===== config.mk =====
export PLATFORM = sky130hd
export DESIGN_NAME = ccd_cds_sampler
export DESIGN_NICKNAME = d
export VERILOG_FILES = /design/src/rtl/ccd_cds_pkg.sv /design/src/rtl/ccd_cds_fifo.sv /design/src/rtl/ccd_cds_sampler.sv
export SDC_FILE = /design/constraint.sdc
export NUM_CORES = 1
export LEC_CHECK = 0
export BUFFER_PORTS_ARGS = -buffer_cell sky130_fd_sc_hd__buf_2
export CORE_MARGIN = 3
export CORE_UTILIZATION = 46
export CTS_CLUSTER_DIAMETER = 120
export CTS_CLUSTER_SIZE = 40
export DETAILED_ROUTE_END_ITERATION = 7
export GPL_ROUTABILITY_DRIVEN = 0
export PLACE_DENSITY_LB_ADDON = 0.2
export SLEW_MARGIN = 20
export SYNTH_ARGS = -nofsm -noshare
export SYNTH_HDL_FRONTEND = slang
export SYNTH_SLANG_ARGS = --single-unit

===== constraint.sdc =====
create_clock -name wb_clk_i -period 8 [get_ports wb_clk_i]
set_input_delay 0.8 -clock wb_clk_i [delete_from_list [all_inputs] [get_ports wb_clk_i]]
set_output_delay 0.8 -clock wb_clk_i [all_outputs]
set_load 0.05 [all_outputs]

===== src/rtl/ccd_cds_pkg.sv =====
// Shared types and constants for the CCD correlated-double-sample block:
// FSM state encoding, register offsets, STATUS bit positions and reset values.
`timescale 1ns/1ps
package ccd_cds_pkg;

  typedef enum logic [2:0] {
    StIdle,
    StWaitR,
    StSetR,
    StConvR,
    StWaitS,
    StSetS,
    StConvS,
    StStore
  } state_e;

  localparam logic [4:0] RegCtrl   = 5'h00;
  localparam logic [4:0] RegStatus = 5'h04;
  localparam logic [4:0] RegData   = 5'h08;
  localparam logic [4:0] RegPixels = 5'h0C;
  localparam logic [4:0] RegOffset = 5'h10;

  localparam int unsigned CtrlEnableBit = 0;
  localparam int unsigned CtrlClearBit  = 1;

  localparam int unsigned StEmptyBit    = 8;
  localparam int unsigned StFullBit     = 9;
  localparam int unsigned StOverflowBit = 10;
  localparam int unsigned StTimeoutBit  = 11;
  localparam int unsigned StLineDoneBit = 12;

  localparam logic [15:0] PixelsRst = 16'd512;

endpackage


===== src/rtl/ccd_cds_fifo.sv =====
// Synchronous first-word-fall-through FIFO for CDS results. A pop on a full FIFO frees the
// slot in the same cycle, so a simultaneous push is accepted; flush has priority over both.
`timescale 1ns/1ps
module ccd_cds_fifo #(
  parameter int unsigned DEPTH = 16,
  parameter int unsigned WIDTH = 32,
  localparam int unsigned AW   = $clog2(DEPTH)
) (
  input  logic             clk,
  input  logic             rst,
  input  logic             flush,
  input  logic             push,
  input  logic             pop,
  input  logic [WIDTH-1:0] wdata,
  output logic [WIDTH-1:0] rdata,
  output logic             full,
  output logic             empty,
  output logic [AW:0]      level
);

  localparam logic [AW:0] DepthL = DEPTH[AW:0];

  logic [WIDTH-1:0] mem [DEPTH];
  logic [AW-1:0]    wr_ptr_q, rd_ptr_q;
  logic [AW:0]      count_q;
  logic             do_push, do_pop;

  assign full    = (count_q == DepthL);
  assign empty   = (count_q == '0);
  assign level   = count_q;
  assign rdata   = mem[rd_ptr_q];
  assign do_pop  = pop & ~empty & ~flush;
  assign do_push = push & (~full | do_pop) & ~flush;

  always_ff @(posedge clk) begin
    if (rst || flush) begin
      wr_ptr_q <= '0;
      rd_ptr_q <= '0;
      count_q  <= '0;
    end else begin
      if (do_push) wr_ptr_q <= wr_ptr_q + 1'b1;
      if (do_pop)  rd_ptr_q <= rd_ptr_q + 1'b1;
      case ({do_push, do_pop})
        2'b10:   count_q <= count_q + 1'b1;
        2'b01:   count_q <= count_q - 1'b1;
        default: count_q <= count_q;
      endcase
    end
  end

  always_ff @(posedge clk) begin
    if (do_push) mem[wr_ptr_q] <= wdata;
  end

endmodule


===== src/rtl/ccd_cds_sampler.sv =====
// CCD correlated-double sampler: tracks phi_r/phi_l1, drives the ADC, buffers CDS results for
// Wishbone readout. Define CCD_CDS_OFFSET_EN to add the signed OFFSET register at 0x10.
`timescale 1ns/1ps
module ccd_cds_sampler
  import ccd_cds_pkg::*;
#(
  parameter int unsigned ADC_W       = 12,
  parameter int unsigned FIFO_DEPTH  = 16,
  parameter int unsigned RST_SETTLE  = 4,
  parameter int unsigned SIG_SETTLE  = 4,
  parameter int unsigned ADC_TIMEOUT = 64,
  parameter logic [31:0] BASE_ADDR   = 32'h3000_0020
) (
  input  logic             wb_clk_i,
  input  logic             wb_rst_i,
  input  logic             wbs_stb_i,
  input  logic             wbs_cyc_i,
  input  logic             wbs_we_i,
  input  logic [3:0]       wbs_sel_i,
  input  logic [31:0]      wbs_adr_i,
  input  logic [31:0]      wbs_dat_i,
  output logic             wbs_ack_o,
  output logic [31:0]      wbs_dat_o,
  input  logic             phi_r_i,
  input  logic             phi_l1_i,
  output logic             adc_conv_o,
  input  logic [ADC_W-1:0] adc_data_i,
  input  logic             adc_valid_i,
  output logic             line_done_o
);

  localparam int unsigned LvlW = $clog2(FIFO_DEPTH) + 1;

  // Phase synchronisers and edge detect
  logic phi_r_meta_q, phi_r_sync_q, phi_r_prev_q;
  logic phi_l1_meta_q, phi_l1_sync_q, phi_l1_prev_q;
  logic phi_r_fall, phi_l1_rise;

  always_ff @(posedge wb_clk_i) begin
    if (wb_rst_i) begin
      phi_r_meta_q  <= 1'b0;
      phi_r_sync_q  <= 1'b0;
      phi_r_prev_q  <= 1'b0;
      phi_l1_meta_q <= 1'b0;
      phi_l1_sync_q <= 1'b0;
      phi_l1_prev_q <= 1'b0;
    end else begin
      phi_r_meta_q  <= phi_r_i;
      phi_r_sync_q  <= phi_r_meta_q;
      phi_r_prev_q  <= phi_r_sync_q;
      phi_l1_meta_q <= phi_l1_i;
      phi_l1_sync_q <= phi_l1_meta_q;
      phi_l1_prev_q <= phi_l1_sync_q;
    end
  end

  assign phi_r_fall  = phi_r_prev_q & ~phi_r_sync_q;
  assign phi_l1_rise = ~phi_l1_prev_q & phi_l1_sync_q;

  // Wishbone decode
  logic       ack_q;
  logic [31:0] dat_q;
  logic       wb_req, reg_hit, wr, rd;
  logic [4:0] reg_off;
  logic       clear;
  logic [2:0] sts_w1c;

  assign wb_req  = wbs_stb_i & wbs_cyc_i & ~ack_q;
  assign reg_hit = (wbs_adr_i[31:5] == BASE_ADDR[31:5]);
  assign reg_off = wbs_adr_i[4:0];
  assign wr      = wb_req & wbs_we_i & reg_hit;
  assign rd      = wb_req & ~wbs_we_i & reg_hit;
  assign clear   = wr & (reg_off == RegCtrl) & wbs_sel_i[0] & wbs_dat_i[CtrlClearBit];
  assign sts_w1c = (wr && reg_off == RegStatus && wbs_sel_i[1]) ?
                   wbs_dat_i[StLineDoneBit:StOverflowBit] : 3'b000;

  logic unused_wb;
  assign unused_wb = ^{wbs_dat_i[31:16], wbs_sel_i[3:2]};

  // Control registers
  logic        enable_q;
  logic [15:0] pixels_q;

  always_ff @(posedge wb_clk_i) begin
    if (wb_rst_i) begin
      enable_q <= 1'b0;
      pixels_q <= PixelsRst;
    end else begin
      if (wr && reg_off == RegCtrl && wbs_sel_i[0]) enable_q <= wbs_dat_i[CtrlEnableBit];
      if (wr && reg_off == RegPixels) begin
        if (wbs_sel_i[0]) pixels_q[7:0]  <= wbs_dat_i[7:0];
        if (wbs_sel_i[1]) pixels_q[15:8] <= wbs_dat_i[15:8];
      end
    end
  end

  // CDS arithmetic
  logic [ADC_W-1:0] rst_smp_q, rst_smp_d;
  logic [ADC_W-1:0] sig_smp_q, sig_smp_d;
  logic [15:0]      cds;

`ifdef CCD_CDS_OFFSET_EN
  logic [15:0]        offset_q;
  logic signed [17:0] cds_sum;

  always_ff @(posedge wb_clk_i) begin
    if (wb_rst_i) begin
      offset_q <= '0;
    end else if (wr && reg_off == RegOffset) begin
      if (wbs_sel_i[0]) offset_q[7:0]  <= wbs_dat_i[7:0];
      if (wbs_sel_i[1]) offset_q[15:8] <= wbs_dat_i[15:8];
    end
  end

  // Zero-extend both samples, sign-extend the offset; 18 bits holds every combination
  assign cds_sum = $signed(18'(rst_smp_q)) - $signed(18'(sig_smp_q))
                 + $signed({{2{offset_q[15]}}, offset_q});

  always_comb begin
    if (cds_sum < 0)               cds = 16'h0000;
    else if (cds_sum > 18'sd65535) cds = 16'hFFFF;
    else                           cds = cds_sum[15:0];
  end
`else
  assign cds = (rst_smp_q < sig_smp_q) ? 16'h0000 : 16'(rst_smp_q - sig_smp_q);
`endif

  // Sampling FSM
  state_e      state_q, state_d;
  logic [15:0] cnt_q, cnt_d;
  logic        conv_q, conv_d;
  logic        store, tmo_set;

  always_ff @(posedge wb_clk_i) begin
    if (wb_rst_i) begin
      state_q   <= StIdle;
      cnt_q     <= '0;
      conv_q    <= 1'b0;
      rst_smp_q <= '0;
      sig_smp_q <= '0;
    end else begin
      state_q   <= state_d;
      cnt_q     <= cnt_d;
      conv_q    <= conv_d;
      rst_smp_q <= rst_smp_d;
      sig_smp_q <= sig_smp_d;
    end
  end

  always_comb begin
    state_d   = state_q;
    cnt_d     = cnt_q;
    conv_d    = 1'b0;
    rst_smp_d = rst_smp_q;
    sig_smp_d = sig_smp_q;
    store     = 1'b0;
    tmo_set   = 1'b0;
    if (clear || !enable_q) begin
      // Any partial pixel is abandoned; already-stored results stay in the FIFO
      state_d = StIdle;
      cnt_d   = '0;
    end else begin
      unique case (state_q)
        StIdle: begin
          state_d = StWaitR;
          cnt_d   = '0;
        end
        StWaitR: begin
          if (phi_r_fall) begin
            state_d = StSetR;
            cnt_d   = '0;
          end
        end
        StSetR: begin
          if (cnt_q == 16'(RST_SETTLE - 1)) begin
            conv_d  = 1'b1;
            state_d = StConvR;
            cnt_d   = '0;
          end else begin
            cnt_d = cnt_q + 16'd1;
          end
        end
        StConvR: begin
          if (adc_valid_i) begin
            rst_smp_d = adc_data_i;
            state_d   = StWaitS;
            cnt_d     = '0;
          end else if (cnt_q == 16'(ADC_TIMEOUT - 1)) begin
            tmo_set = 1'b1;
            state_d = StWaitR;
            cnt_d   = '0;
          end else begin
            cnt_d = cnt_q + 16'd1;
          end
        end
        StWaitS: begin
          if (phi_l1_rise) begin
            state_d = StSetS;
            cnt_d   = '0;
          end
        end
        StSetS: begin
          if (cnt_q == 16'(SIG_SETTLE - 1)) begin
            conv_d  = 1'b1;
            state_d = StConvS;
            cnt_d   = '0;
          end else begin
            cnt_d = cnt_q + 16'd1;
          end
        end
        StConvS: begin
          if (adc_valid_i) begin
            sig_smp_d = adc_data_i;
            state_d   = StStore;
            cnt_d     = '0;
          end else if (cnt_q == 16'(ADC_TIMEOUT - 1)) begin
            tmo_set = 1'b1;
            state_d = StWaitR;
            cnt_d   = '0;
          end else begin
            cnt_d = cnt_q + 16'd1;
          end
        end
        StStore: begin
          store   = 1'b1;
          state_d = StWaitR;
        end
        default: state_d = StIdle;
      endcase
    end
  end

  // Result FIFO
  logic [31:0]     fifo_rdata;
  logic            fifo_full, fifo_empty, fifo_pop;
  logic [LvlW-1:0] fifo_level;
  logic [15:0]     pixel_idx_q;
  logic            ovf_set;

  assign fifo_pop = rd & (reg_off == RegData) & ~fifo_empty;
  assign ovf_set  = store & fifo_full & ~fifo_pop;

  ccd_cds_fifo #(
    .DEPTH (FIFO_DEPTH),
    .WIDTH (32)
  ) u_fifo (
    .clk   (wb_clk_i),
    .rst   (wb_rst_i),
    .flush (clear),
    .push  (store),
    .pop   (fifo_pop),
    .wdata ({pixel_idx_q, cds}),
    .rdata (fifo_rdata),
    .full  (fifo_full),
    .empty (fifo_empty),
    .level (fifo_level)
  );

  // Pixel counter and sticky status
  logic overflow_q, timeout_q, line_done_q;

  always_ff @(posedge wb_clk_i) begin
    if (wb_rst_i || clear) begin
      pixel_idx_q <= '0;
      overflow_q  <= 1'b0;
      timeout_q   <= 1'b0;
      line_done_q <= 1'b0;
    end else begin
      if (sts_w1c[0]) overflow_q  <= 1'b0;
      if (sts_w1c[1]) timeout_q   <= 1'b0;
      if (sts_w1c[2]) line_done_q <= 1'b0;
      if (ovf_set)    overflow_q  <= 1'b1;
      if (tmo_set)    timeout_q   <= 1'b1;
      // Index advances even when the entry is dropped on overflow
      if (store) begin
        if (pixel_idx_q == pixels_q - 16'd1) begin
          pixel_idx_q <= '0;
          line_done_q <= 1'b1;
        end else begin
          pixel_idx_q <= pixel_idx_q + 16'd1;
        end
      end
    end
  end

  // Read mux and Wishbone response
  logic [31:0] rdata;

  always_comb begin
    rdata = '0;
    if (reg_hit) begin
      case (reg_off)
        RegCtrl:   rdata[CtrlEnableBit] = enable_q;
        RegStatus: begin
          rdata[LvlW-1:0]     = fifo_level;
          rdata[StEmptyBit]    = fifo_empty;
          rdata[StFullBit]     = fifo_full;
          rdata[StOverflowBit] = overflow_q;
          rdata[StTimeoutBit]  = timeout_q;
          rdata[StLineDoneBit] = line_done_q;
        end
        RegData:   if (!fifo_empty) rdata = fifo_rdata;
        RegPixels: rdata[15:0] = pixels_q;
`ifdef CCD_CDS_OFFSET_EN
        RegOffset: rdata[15:0] = offset_q;
`endif
        default:   rdata = '0;
      endcase
    end
  end

  always_ff @(posedge wb_clk_i) begin
    if (wb_rst_i) begin
      ack_q <= 1'b0;
      dat_q <= '0;
    end else begin
      ack_q <= wb_req;
      dat_q <= (wb_req && !wbs_we_i) ? rdata : 32'h0;
    end
  end

  assign wbs_ack_o   = ack_q;
  assign wbs_dat_o   = dat_q;
  assign adc_conv_o  = conv_q;
  assign line_done_o = line_done_q;

endmodule


==> run_results.csv <==
group,metric,value,unit
status,outcome,"complete, no violations",
worst_hold_path,hold_start,"wbs_dat_i[3]",
worst_hold_path,whs_path_depth,3,
global_route,grtUsageTotal,0.194,
power,power_density,178,nW/um2
cells_and_area,multi_input_comb_area,7270,um2
global_route,first_global_vias,12900,
sta,rsz0062_at_grt,"false",
setup_path,r2r.worst_path.cells,13,
sta,worst_pin_slew,1.03,ns
global_route,grt_max_degree,53,
detailed_routing,wl_per_cell,24.3,um
sta,min_period,3.92,ns
power,irDropWorstVdd,0.147,mV
detailed_routing,met3_length,2260,um
sta,tns,0,ns
clock_tree,cts_made_buffers,18,
setup_path,cp_max_fo,12,
floorplan,rows,83,
placed_design,place_worst_setup_slack,3.52,ns
setup_path,crit_slowest_cell,"nor2_1",
cells_and_area,area_growth,8.50,%
detailed_routing,wl_met2,27500,um
cells_and_area,drive_gt1_frac,0.218,
floorplan,die_w,235,um
detailed_routing,route.vias.total,12900,
floorplan,dieArea,55400,um2
sta,relSlewSlack,0.310,
logic_synthesis,syn-instance-count,1455,
clock_tree,cts_hold_buf,0,
detailed_routing,ant_nets,0,
logic_synthesis,synthesis.area,24200,um2
cells_and_area,nFillCells,4268,
detailed_routing,firstDrtPassIters,4,
logic_synthesis,ys_seq_area_frac,0.688,
cells_and_area,antennaDiodeCount,0,
detailed_routing,top_layer_used,"met4",
clock_tree,path_clk_slew,0.15,ns
clock_tree,ctsResizeCount,0,
clock_tree,insertion_delay,0.58,ns
detailed_routing,drtIter0Drc,1143,
global_route,grt_antenna_before_repair,0,
clock_tree,cts_setup_buffers,0,
cells_and_area,regArea,16700,um2
setup_path,critPathBufInv,2,
setup_path,crit_family,"simple AND/OR/NAND/NOR gates",
setup_path,critical_path_class,"flip-flop to flip-flop",
sta,drv_slew,0,
setup_path,startpoint_type,"flip-flop",
setup_path,cp-end-kind,"flip-flop",
cells_and_area,instances_no_fill,2233,
worst_hold_path,hold_end,"pixels_q[3]",
setup_path,crit_chain,"and2_1 > nand3_1 > nor2_1 > o21ai_1 > ha_1 > inv_1 > fa_1 > inv_1 > a21o_1 > a21oi_1 > xnor2_1 > or3_1 > a21oi_1",
worst_hold_path,hp-class,"primary input to flip-flop",
detailed_routing,wl,54300,um
global_route,overflow,0,
placed_design,dp_cells,2200,
logic_synthesis,synth-edff-count,464,
floorplan,core_region_area,51700,um2
clock_tree,cts_max_level,1,
setup_path,r2r-start,"state_q[0]",
setup_path,required,8.52,ns
global_route,grt_first_pass_wirelength,82100,um
logic_synthesis,yosysUniqueCellTypes,73,
floorplan,ios,123,
logic_synthesis,ys_warn_count,0,
setup_path,slowest_delay,0.81,ns
placed_design,portBuffers,104,
setup_path,rr_endpoint,"u_fifo.level[4]",
detailed_routing,route.detailed.drc,0,
detailed_routing,wl_met1,23900,um
sta,finalSetupViolCount,0,
logic_synthesis,synth.avg_cell_area,16.6,um2
logic_synthesis,ys_ff_latch,600,
detailed_routing,viasPerCell,5.78,
setup_path,r2r_slack,4.08,ns
logic_synthesis,synth_nets,1569,
clock_tree,cts-root-buf,"clkbuf_16",
power,leakagePower,9.52,nW
sta,fin_crit_sh,0.491,
job,cap_violations,0,
floorplan,die_h,235,um
cells_and_area,final_util,0.508,
sta,max_clock_freq,0.255,GHz
sta,fin_skew,0.0271,ns
floorplan,floorplan.initialDensity,0.468,
clock_tree,clockBufferDepth,3,
placed_design,dp_hpwl,33700,um
sta,hold_viol,0,
sta,fin_ws,4.08,ns
setup_path,worstPathArrival,4.45,ns
logic_synthesis,async_reset_ff_frac,0,
cells_and_area,nets,1655,
clock_tree,cts.sinks,600,
logic_synthesis,synth_ff_type,"edfxtp_1",
clock_tree,cts_tree,"yes",
sta,whs,0.448,ns
-- worst max-delay path by stage --
stage	end	cells after the start	from
2_1_floorplan	u_fifo.mem[3][0]	6	wbs_adr_i[1]
3_5_place_dp	u_fifo.level[4]	16	wbs_cyc_i
3_3_place_gp	u_fifo.level[4]	16	wbs_cyc_i
5_1_grt	u_fifo.level[4]	13	state_q[0]
6_report	u_fifo.level[4]	13	state_q[0]
4_1_cts	u_fifo.level[4]	13	state_q[0]
-- tightest hold or removal path: stages --
cell	delay, ns
buf_2	0.07
mux2i_1	0.05
nor2_1	0.07
-- cells in the mapped netlist, types with 6 or more instances --
library cell / instances / share of area
edfxtp_1: 464 / 0.58
or3_1: 7 / 0.0018
nand2b_1: 7 / 0.0018
buf_2: 14 / 0.0029
nor2b_1: 22 / 0.0057
nor3_1: 19 / 0.0039
clkbuf_1: 46 / 0.0071
buf_1: 10 / 0.0016
nand4_1: 14 / 0.0036
nand3_1: 23 / 0.0048
and3_1: 23 / 0.0059
nor2_1: 145 / 0.022
xor2_1: 36 / 0.013
a222oi_1: 9 / 0.0037
nor4_1: 13 / 0.0034
nor4b_1: 6 / 0.0022
inv_1: 35 / 0.0054
xnor2_1: 31 / 0.011
nand2_1: 37 / 0.0057
mux4_2: 136 / 0.13
o21ai_0: 16 / 0.0033
ha_1: 24 / 0.012
a211oi_1: 10 / 0.0031
or2_2: 6 / 0.0016
dfxtp_1: 136 / 0.11
mux2i_1: 50 / 0.021
a21oi_1: 34 / 0.0070
-- cell usage in the layout (no fill, tap or decap), drive strengths merged, types with 5 or more instances in the layout --
master | synthesis | routed
mux4 | 136 | 136
nor3 | 20 | 20
or3 | 7 | 7
a21oi | 34 | 34
edfxtp | 464 | 464
nor2b | 22 | 22
xor2 | 36 | 36
or2 | 6 | 6
dfxtp | 136 | 136
buf | 26 | 138
nand4 | 14 | 14
clkbuf | 47 | 33
nand3 | 23 | 23
nor4 | 16 | 16
a222oi | 9 | 9
a211oi | 10 | 10
nand2 | 37 | 37
ha | 24 | 24
nand2b | 7 | 7
o21ai | 18 | 18
nor4b | 6 | 6
a21o | 5 | 5
o21a | 5 | 5
inv | 35 | 35
nor2 | 145 | 145
xnor2 | 31 | 31
mux2i | 50 | 50
and3 | 23 | 23
-- power breakdown --
group          internal, mW  total [mW]  switching (mW)
logic                0.0157      0.0359          0.0202
clock network         0.458        1.33           0.872
registers              3.31        3.31        0.000389
total                  3.78        4.67           0.893
-- through the flow --
step	power [mW]	area (um2)
5_1_grt	4.81	26300
3_3_place_gp	3.41	25700
4_1_cts	4.70	26200
2_1_floorplan	3.39	24200
3_5_place_dp	3.41	25700
6_report	4.67	26300
-- kinds of logic (layout without fill, tap and decap cells) --
kind of cell / after synthesis / count (layout) / synth area share
flops: 600 / 600 / 0.688
xor+xnor: 67 / 67 / 0.0243
buf+inv: 108 / 206 / 0.0182
compound gates: 119 / 119 / 0.0345
fa+ha+maj: 26 / 26 / 0.0141
mux: 187 / 187 / 0.148
simple gates: 348 / 348 / 0.0729
-- routing by layer --
layer,GRT usage,up-vias
li1,-,5807
met1,0.279,6784
met3,0.0142,31
met2,0.334,291
met5,0,-
met4,0.0291,0
-- cell type report --
class	count	area share
inverter	35	0.00500
sequential	600	0.635
tap	680	0.0324
clock buffer	32	0.0200
multi-input combinational	747	0.277
timing repair buffer	139	0.0308
-- sequential cells by signal (all words and copies together), names as in the netlist, 3 cells and up, named ones only --
name	cells
u_fifo.mem	464
wbs_dat_o	32
cnt_q	16
pixel_idx_q	16
pixels_q	16
rst_smp_q	12
sig_smp_q	12
u_fifo.level	5
u_fifo.rd_ptr_q	4
u_fifo.wr_ptr_q	4
state_q	3
(Power assumes the default switching activity.)
